### config.mk
export PLATFORM = sky130hd
export DESIGN_NAME = vga_bounce_engine
export DESIGN_NICKNAME = d
export VERILOG_FILES = /design/src/rtl/vga_bounce_engine.sv
export SDC_FILE = /design/constraint.sdc
export NUM_CORES = 2
export LEC_CHECK = 0
export ABC_CLOCK_PERIOD_IN_PS = 8090
export CORE_UTILIZATION = 55
export CTS_BUF_LIST = sky130_fd_sc_hd__clkbuf_8
export DETAILED_ROUTE_END_ITERATION = 12
export GPL_ROUTABILITY_DRIVEN = 0
export PLACE_DENSITY = 0.73
export SYNTH_ARGS = -nofsm -noshare
export SYNTH_HDL_FRONTEND = slang
export SYNTH_SLANG_ARGS = --single-unit
### constraint.sdc
create_clock -name clk -period 8.09 [get_ports clk]
set_input_delay 1.618 -clock clk [delete_from_list [all_inputs] [get_ports clk]]
set_output_delay 1.618 -clock clk [all_outputs]
set_load 0.02 [all_outputs]
### src/rtl/vga_bounce_engine.sv
// vga_bounce_engine: VGA timing generator that draws a one-pixel border and up
// to eight bouncing filled discs, each in its own palette colour.
// Ports:
//   clk, rst_n        pixel clock, asynchronous active-low reset
//   en                discs move on the per-frame update strobe when high
//   VGA_R/G/B [CW]    pixel colour (top CW bits of each 8-bit palette channel)
//   VGA_HS, VGA_VS    syncs, active level HS_POL / VS_POL
//   VGA_DE            active-video flag
//   frame_start       one-cycle pulse with output pixel (0,0)
// All outputs are two cycles behind the counter value that produced them.
module vga_bounce_engine #(
  parameter int unsigned HWIDTH  = 640,
  parameter int unsigned HFPORCH = 16,
  parameter int unsigned HSYNC   = 96,
  parameter int unsigned HBPORCH = 48,
  parameter int unsigned VWIDTH  = 480,
  parameter int unsigned VFPORCH = 11,
  parameter int unsigned VSYNC   = 2,
  parameter int unsigned VBPORCH = 31,
  parameter bit          HS_POL  = 1'b0,
  parameter bit          VS_POL  = 1'b0,
  parameter int unsigned NBALLS  = 4,
  parameter int unsigned RADIUS  = 30,
  parameter int unsigned STEP    = 5,
  parameter int unsigned CW      = 4
) (
  input  logic          clk,
  input  logic          rst_n,
  input  logic          en,
  output logic [CW-1:0] VGA_R,
  output logic [CW-1:0] VGA_G,
  output logic [CW-1:0] VGA_B,
  output logic          VGA_HS,
  output logic          VGA_VS,
  output logic          VGA_DE,
  output logic          frame_start
);

  localparam int unsigned HTOTAL   = HWIDTH + HFPORCH + HSYNC + HBPORCH;
  localparam int unsigned VTOTAL   = VWIDTH + VFPORCH + VSYNC + VBPORCH;
  localparam int unsigned HCW      = $clog2(HTOTAL);
  localparam int unsigned VCW      = $clog2(VTOTAL);
  localparam int unsigned XW       = HCW + 2;
  localparam int unsigned SQW      = 2 * XW;
  localparam int unsigned SUMW     = SQW + 1;
  localparam int unsigned HS_BEG   = HWIDTH + HFPORCH;
  localparam int unsigned HS_END   = HS_BEG + HSYNC;
  localparam int unsigned VS_BEG   = VWIDTH + VFPORCH;
  localparam int unsigned VS_END   = VS_BEG + VSYNC;
  localparam int unsigned UPD_LINE = VWIDTH + VFPORCH;
  localparam int unsigned R2       = RADIUS * RADIUS;

  localparam logic signed [XW-1:0] S_STEP = XW'(STEP);
  localparam logic signed [XW-1:0] S_RAD  = XW'(RADIUS);
  localparam logic signed [XW-1:0] X_LIM  = XW'(HWIDTH - 1);
  localparam logic signed [XW-1:0] X_HI   = XW'(HWIDTH - 1 - RADIUS);
  localparam logic signed [XW-1:0] Y_LIM  = XW'(VWIDTH - 1);
  localparam logic signed [XW-1:0] Y_HI   = XW'(VWIDTH - 1 - RADIUS);
  localparam logic [23:0]          BORDER_RGB = 24'h0050FF;

  // Parameter sanity: discs must fit between the walls with room to step.
  if (HWIDTH <= 2 * (RADIUS + STEP) + 1) begin : g_bad_hwidth
    $error("vga_bounce_engine: HWIDTH too small for RADIUS and STEP");
  end
  if (VWIDTH <= 2 * (RADIUS + STEP) + 1) begin : g_bad_vwidth
    $error("vga_bounce_engine: VWIDTH too small for RADIUS and STEP");
  end
  if (NBALLS < 1 || NBALLS > 8) begin : g_bad_nballs
    $error("vga_bounce_engine: NBALLS must be 1..8");
  end

  function automatic logic [23:0] palette(input logic [2:0] idx);
    case (idx)
      3'd0:    return 24'h00FF00;
      3'd1:    return 24'hFF0000;
      3'd2:    return 24'hFFFF00;
      3'd3:    return 24'hFF00FF;
      3'd4:    return 24'h00FFFF;
      3'd5:    return 24'hFF8000;
      3'd6:    return 24'hFFFFFF;
      default: return 24'h8080FF;
    endcase
  endfunction

  // Discs start spread diagonally across the visible area.
  function automatic logic signed [XW-1:0] init_pos(input int unsigned span,
                                                    input int unsigned idx);
    return XW'(RADIUS + ((span - 2 * RADIUS - 1) * idx) / NBALLS);
  endfunction

  // Sign-extend before squaring so the product is exact.
  function automatic logic [SQW-1:0] sq(input logic signed [XW-1:0] d);
    logic signed [SQW-1:0] de;
    de = SQW'(d);
    return de * de;
  endfunction

  logic [HCW-1:0] hcnt;
  logic [VCW-1:0] vcnt;
  logic           strobe;

  // Raster counters.
  always_ff @(posedge clk or negedge rst_n) begin
    if (!rst_n) begin
      hcnt <= '0;
      vcnt <= '0;
    end else if (hcnt == HCW'(HTOTAL - 1)) begin
      hcnt <= '0;
      vcnt <= (vcnt == VCW'(VTOTAL - 1)) ? '0 : vcnt + 1'b1;
    end else begin
      hcnt <= hcnt + 1'b1;
    end
  end

  // Once per frame, in vertical blanking.
  assign strobe = (hcnt == '0) && (vcnt == VCW'(UPD_LINE));

  logic signed [XW-1:0] x_q   [NBALLS];
  logic signed [XW-1:0] y_q   [NBALLS];
  logic                 dir_x [NBALLS];
  logic                 dir_y [NBALLS];

  // Disc positions; dir 0 = increasing, reflect when the next step hits a wall.
  always_ff @(posedge clk or negedge rst_n) begin
    if (!rst_n) begin
      for (int i = 0; i < int'(NBALLS); i++) begin
        x_q[i]   <= init_pos(HWIDTH, unsigned'(i));
        y_q[i]   <= init_pos(VWIDTH, unsigned'(i));
        dir_x[i] <= 1'(i % 2);
        dir_y[i] <= 1'b0;
      end
    end else if (strobe && en) begin
      for (int i = 0; i < int'(NBALLS); i++) begin
        if (!dir_x[i]) begin
          if (x_q[i] + S_STEP + S_RAD >= X_LIM) begin
            x_q[i]   <= X_HI;
            dir_x[i] <= 1'b1;
          end else begin
            x_q[i] <= x_q[i] + S_STEP;
          end
        end else if (x_q[i] - S_STEP <= S_RAD) begin
          x_q[i]   <= S_RAD;
          dir_x[i] <= 1'b0;
        end else begin
          x_q[i] <= x_q[i] - S_STEP;
        end

        if (!dir_y[i]) begin
          if (y_q[i] + S_STEP + S_RAD >= Y_LIM) begin
            y_q[i]   <= Y_HI;
            dir_y[i] <= 1'b1;
          end else begin
            y_q[i] <= y_q[i] + S_STEP;
          end
        end else if (y_q[i] - S_STEP <= S_RAD) begin
          y_q[i]   <= S_RAD;
          dir_y[i] <= 1'b0;
        end else begin
          y_q[i] <= y_q[i] - S_STEP;
        end
      end
    end
  end

  logic signed [XW-1:0] hpos;
  logic signed [XW-1:0] vpos;
  assign hpos = XW'(hcnt);
  assign vpos = XW'(vcnt);

  logic [HCW-1:0] s1_h;
  logic [VCW-1:0] s1_v;
  logic           s1_vld;
  logic [SQW-1:0] dx2_q [NBALLS];
  logic [SQW-1:0] dy2_q [NBALLS];

  // Stage 1: counter copy and per-disc squared distances.
  always_ff @(posedge clk or negedge rst_n) begin
    if (!rst_n) begin
      s1_h   <= '0;
      s1_v   <= '0;
      s1_vld <= 1'b0;
      for (int i = 0; i < int'(NBALLS); i++) begin
        dx2_q[i] <= '0;
        dy2_q[i] <= '0;
      end
    end else begin
      s1_h   <= hcnt;
      s1_v   <= vcnt;
      s1_vld <= 1'b1;
      for (int i = 0; i < int'(NBALLS); i++) begin
        dx2_q[i] <= sq(hpos - x_q[i]);
        dy2_q[i] <= sq(vpos - y_q[i]);
      end
    end
  end

  logic        hit;
  logic [23:0] disc_rgb;
  logic [23:0] pix;
  logic        de_on;
  logic        border;
  logic        hs_on;
  logic        vs_on;
  logic        fs_on;

  // Stage 2 decode; descending scan so the lowest covering disc wins.
  always_comb begin
    hit      = 1'b0;
    disc_rgb = '0;
    pix      = '0;
    for (int i = int'(NBALLS) - 1; i >= 0; i--) begin
      if (SUMW'(dx2_q[i]) + SUMW'(dy2_q[i]) <= SUMW'(R2)) begin
        hit      = 1'b1;
        disc_rgb = palette(3'(i));
      end
    end
    de_on  = s1_vld && (32'(s1_h) < HWIDTH) && (32'(s1_v) < VWIDTH);
    border = (s1_h == '0) || (32'(s1_h) == HWIDTH - 1) ||
             (s1_v == '0) || (32'(s1_v) == VWIDTH - 1);
    hs_on  = s1_vld && (32'(s1_h) >= HS_BEG) && (32'(s1_h) < HS_END);
    vs_on  = s1_vld && (32'(s1_v) >= VS_BEG) && (32'(s1_v) < VS_END);
    fs_on  = s1_vld && (s1_h == '0) && (s1_v == '0);
    if (de_on) begin
      if (border) begin
        pix = BORDER_RGB;
      end else if (hit) begin
        pix = disc_rgb;
      end
    end
  end

  // Stage 2 output registers.
  always_ff @(posedge clk or negedge rst_n) begin
    if (!rst_n) begin
      VGA_R       <= '0;
      VGA_G       <= '0;
      VGA_B       <= '0;
      VGA_HS      <= ~HS_POL;
      VGA_VS      <= ~VS_POL;
      VGA_DE      <= 1'b0;
      frame_start <= 1'b0;
    end else begin
      VGA_R       <= pix[23 -: CW];
      VGA_G       <= pix[15 -: CW];
      VGA_B       <= pix[7 -: CW];
      VGA_HS      <= hs_on ? HS_POL : ~HS_POL;
      VGA_VS      <= vs_on ? VS_POL : ~VS_POL;
      VGA_DE      <= de_on;
      frame_start <= fs_on;
    end
  end

endmodule

==> flow_metrics.py <==
metrics = {
    "logic_synthesis": {
        "ys_warn_count": 0,
        "syn_area_per_cell_um2": 8.61,
        "synth.top_cell.area_share_pct": 30.4,
        "postSynthCellCount": 7549,
        "syn_nets": 9178,
        "synth.yosys.seq_area_share_pct": 13.1,
        "ys.flop_type": "dfrtp_1",
        "synth_common_cells": "inv_1, fa_1, nor2_1",
        "synth_edf_count": 0,
        "synth_top_area_cell": "fa_1",
        "async_reset_ff_share_pct": 100,
        "synth.top_cells.by_area": "fa_1, ha_1, dfrtp_1, inv_1, xnor2_1",
        "synthDistinctLibCells": 97,
        "yosysMostFrequentCell": "inv_1",
        "synth_seq_cells": 337,
        "syn-cell-area_um2": 65000,
    },
    "setup_path": {
        "r2r_setup_slack_ns": 0.34,
        "end_kind": "register",
        "reg2reg_from": "x_q[25]",
        "endpoint": "dx2_q[70]",
        "cp-startpoint": "x_q[25]",
        "path_max_fanout": 6,
        "path_class": "reg -> reg",
        "reg2regPathDepth": 27,
        "timing.rr.end": "dx2_q[70]",
        "cp-start-kind": "register",
        "crit_arrival_ns": 8.35,
        "crit_required_ns": 8.69,
    },
    "floorplan": {
        "die_area_um2": 120000,
        "die_w_um": 346,
        "coreArea_um2": 117000,
        "start_util_pct": 55.7,
        "io_pins": 19,
        "die-height_um": 346,
        "num_rows": 125,
    },
    "sta": {
        "setup_viol": 0,
        "slew_viol_final": 0,
        "worst_pin_slew_ns": 1.04,
        "fin_skew_ns": 0.0517,
        "fmax_mhz": 129,
        "hold_slack_ns": 0.509,
        "hold_viol": 0,
        "period_share_pct": 95.8,
        "fin_tns_setup_ns": 0,
        "period_needed_ns": 7.75,
        "max_slew_margin_pct": 29.9,
    },
    "grt": {
        "grt_pass1_wl_um": 267000,
        "antenna_found_initial": 2,
        "met2_usage_pct": 45.6,
        "grt_busiest_layer": "met2",
        "grt-ovfl-total": 0,
        "grt_max_degree": 116,
        "grt_use_met1_pct": 36.0,
        "met3_usage_pct": 3.71,
        "grt_pass1_vias": 54300,
        "track_usage_pct": 27.0,
    },
    "clocking": {
        "clk_latency_ns": 0.73,
        "cts_hold_buf": 0,
        "clock_sinks": 337,
        "cts_buffer_depth": 3,
        "cts_buffers": 70,
        "cts_root_buffer": "clkbuf_8",
        "ctsHtreeMaxLevel": 3,
        "cts_tree": "yes",
        "clkTransAtPathRegs_ns": 0.06,
    },
    "detailed_routing": {
        "wirelength_um": 157000,
        "first_iter_violations": 3826,
        "drtPass1Iterations": 7,
        "vias": 52800,
        "ant_nets": 0,
        "viasPerCell": 5.70,
        "drcViolationCount": 0,
        "wl_per_cell_um": 16.9,
    },
    "flow_run": {
        "drv_cap": 0,
    },
    "layout": {
        "multi_input_area_um2": 50300,
        "fill_cells": 10100,
        "drive_above_1_share_pct": 7.95,
        "nets": 9307,
        "ff_latch_area_um2": 8490,
        "utilization_pct": 60.2,
        "synthToLayoutAreaGrowth_pct": 8.07,
    },
    "min_path": {
        "min_path_type": "reg -> reg",
        "worstHoldStart": "s1_v[3]",
    },
    "pwr": {
        "ir_worst_vdd_uv": 201,
        "p_leak_uw": 0.0353,
        "power_uw": 3860,
        "power_density_nw_per_um2": 54.9,
    },
    "outcome": {
        "status": "completed",
    },
    "place": {
        "place_hpwl_um": 127000,
        "port_buffers": 18,
    },
}
-- flip-flops by register name, indices dropped and copies added (netlist names), 2 cells and up --
signal,cells
VGA_G,2
x_q,48
dir_x,4
s1_v,10
hcnt,10
y_q,48
s1_h,10
dir_y,4
dx2_q,92
vcnt,10
dy2_q,92
-- cells in the final DEF, fill, tap and decap left out, types with 128 or more instances in the layout --
cell type  Yosys  routed
fa_1         988     987
xnor2_1      294     293
nand2_1      591     590
a21oi_1      321     297
o21ai_0      341     320
nand3_1      128     128
inv_1       1467    1477
nor2_1       683     667
nor3_1       182     179
buf_4          8     255
ha_1         638     634
dfrtp_1      295     295
-- area by class of cell --
type | count | area share [%]
multi-input combinational | 5476 | 71.7
sequential | 337 | 12.1
inverter | 1517 | 8.14
timing repair buffer | 276 | 3.05
tap | 1524 | 2.72
clock buffer | 84 | 1.65
clock inverter | 44 | 0.658
antenna | 5 | 0.0178
-- power breakdown --
part	switching, uW	leakage, uW	total (uW)	internal (uW)
sequential	1.13	0.00415	1690	1690
clock	904	0.000883	2120	1220
combinational	37.7	0.0303	43.8	6.09
-- worst max-delay path, stage by stage (launching register included) --
cell,delay (ns)
dfstp_2,0.58
inv_1,0.10
ha_1,0.27
nor2b_1,0.13
o21ai_1,0.18
a21boi_1,0.12
o21ai_1,0.19
a21boi_1,0.11
o21a_2,0.27
o2111a_1,0.25
a311o_1,0.35
inv_1,0.15
nor2_1,0.11
fa_1,0.50
fa_1,0.52
inv_1,0.07
fa_1,0.50
inv_1,0.05
fa_1,0.54
fa_1,0.45
ha_1,0.24
or3_1,0.31
o221a_2,0.25
a41o_1,0.25
or4_1,0.43
a31o_2,0.24
o41a_1,0.32
xnor2_1,0.13
-- worst min-delay path by stage --
stage               endpoint  slack [ns]  depth (start not counted)
global route          VGA_VS        0.52                          1
global placement      VGA_VS        0.48                          1
finish                VGA_VS        0.51                          1
detailed placement    VGA_VS        0.49                          1
CTS                   VGA_VS        0.50                          1
floorplan             VGA_VS        0.41                          1
-- cell families (layout without fill, tap and decap cells) --
| group | count (synthesis) | in the layout | share of synthesized area (%) |
|---|---|---|---|
| adders and majority gates | 1626 | 1626 | 42.7 |
| AOI/OAI and AO/OA | 1342 | 1342 | 13.6 |
| xor gates and xnor gates | 354 | 354 | 4.79 |
| DFF | 337 | 337 | 13.1 |
| other | 1 | 6 | 0.00577 |
| muxes | 29 | 29 | 0.453 |
| buffers and inverters | 1736 | 1921 | 10.1 |
| and+or+nand+nor | 2124 | 2124 | 15.3 |
-- layer usage --
| layer | vias up | routed length (um) |
|---|---|---|
| li1 | 24800 | - |
| met1 | 26000 | 66200 |
| met2 | 1654 | 76600 |
| met3 | 318 | 9590 |
| met4 | 0 | 4430 |
| met5 | - | 0 |
-- per-stage QoR --
stage	worst slack (ns)	std cells	instance area, um^2
after floorplan	0.0253	7549	65000
after global placement	0.0363	9101	67900
after detailed placement	-0.0998	9101	67900
after CTS	0.0167	9229	69600
after global routing	-0.0532	9261	70200
final	0.341	9263	70200
-- what timing repair did --
| item | CTS | global route |
|---|---|---|
| pin swaps | 0 | 22 |
| buffers inserted | 0 | 29 |
| endpoints found under the setup margin | 6 | 47 |
| gates cloned | 0 | 0 |
| gates resized for setup | 7 | 127 |
Note: power is estimated with default switching activity, not from simulation.
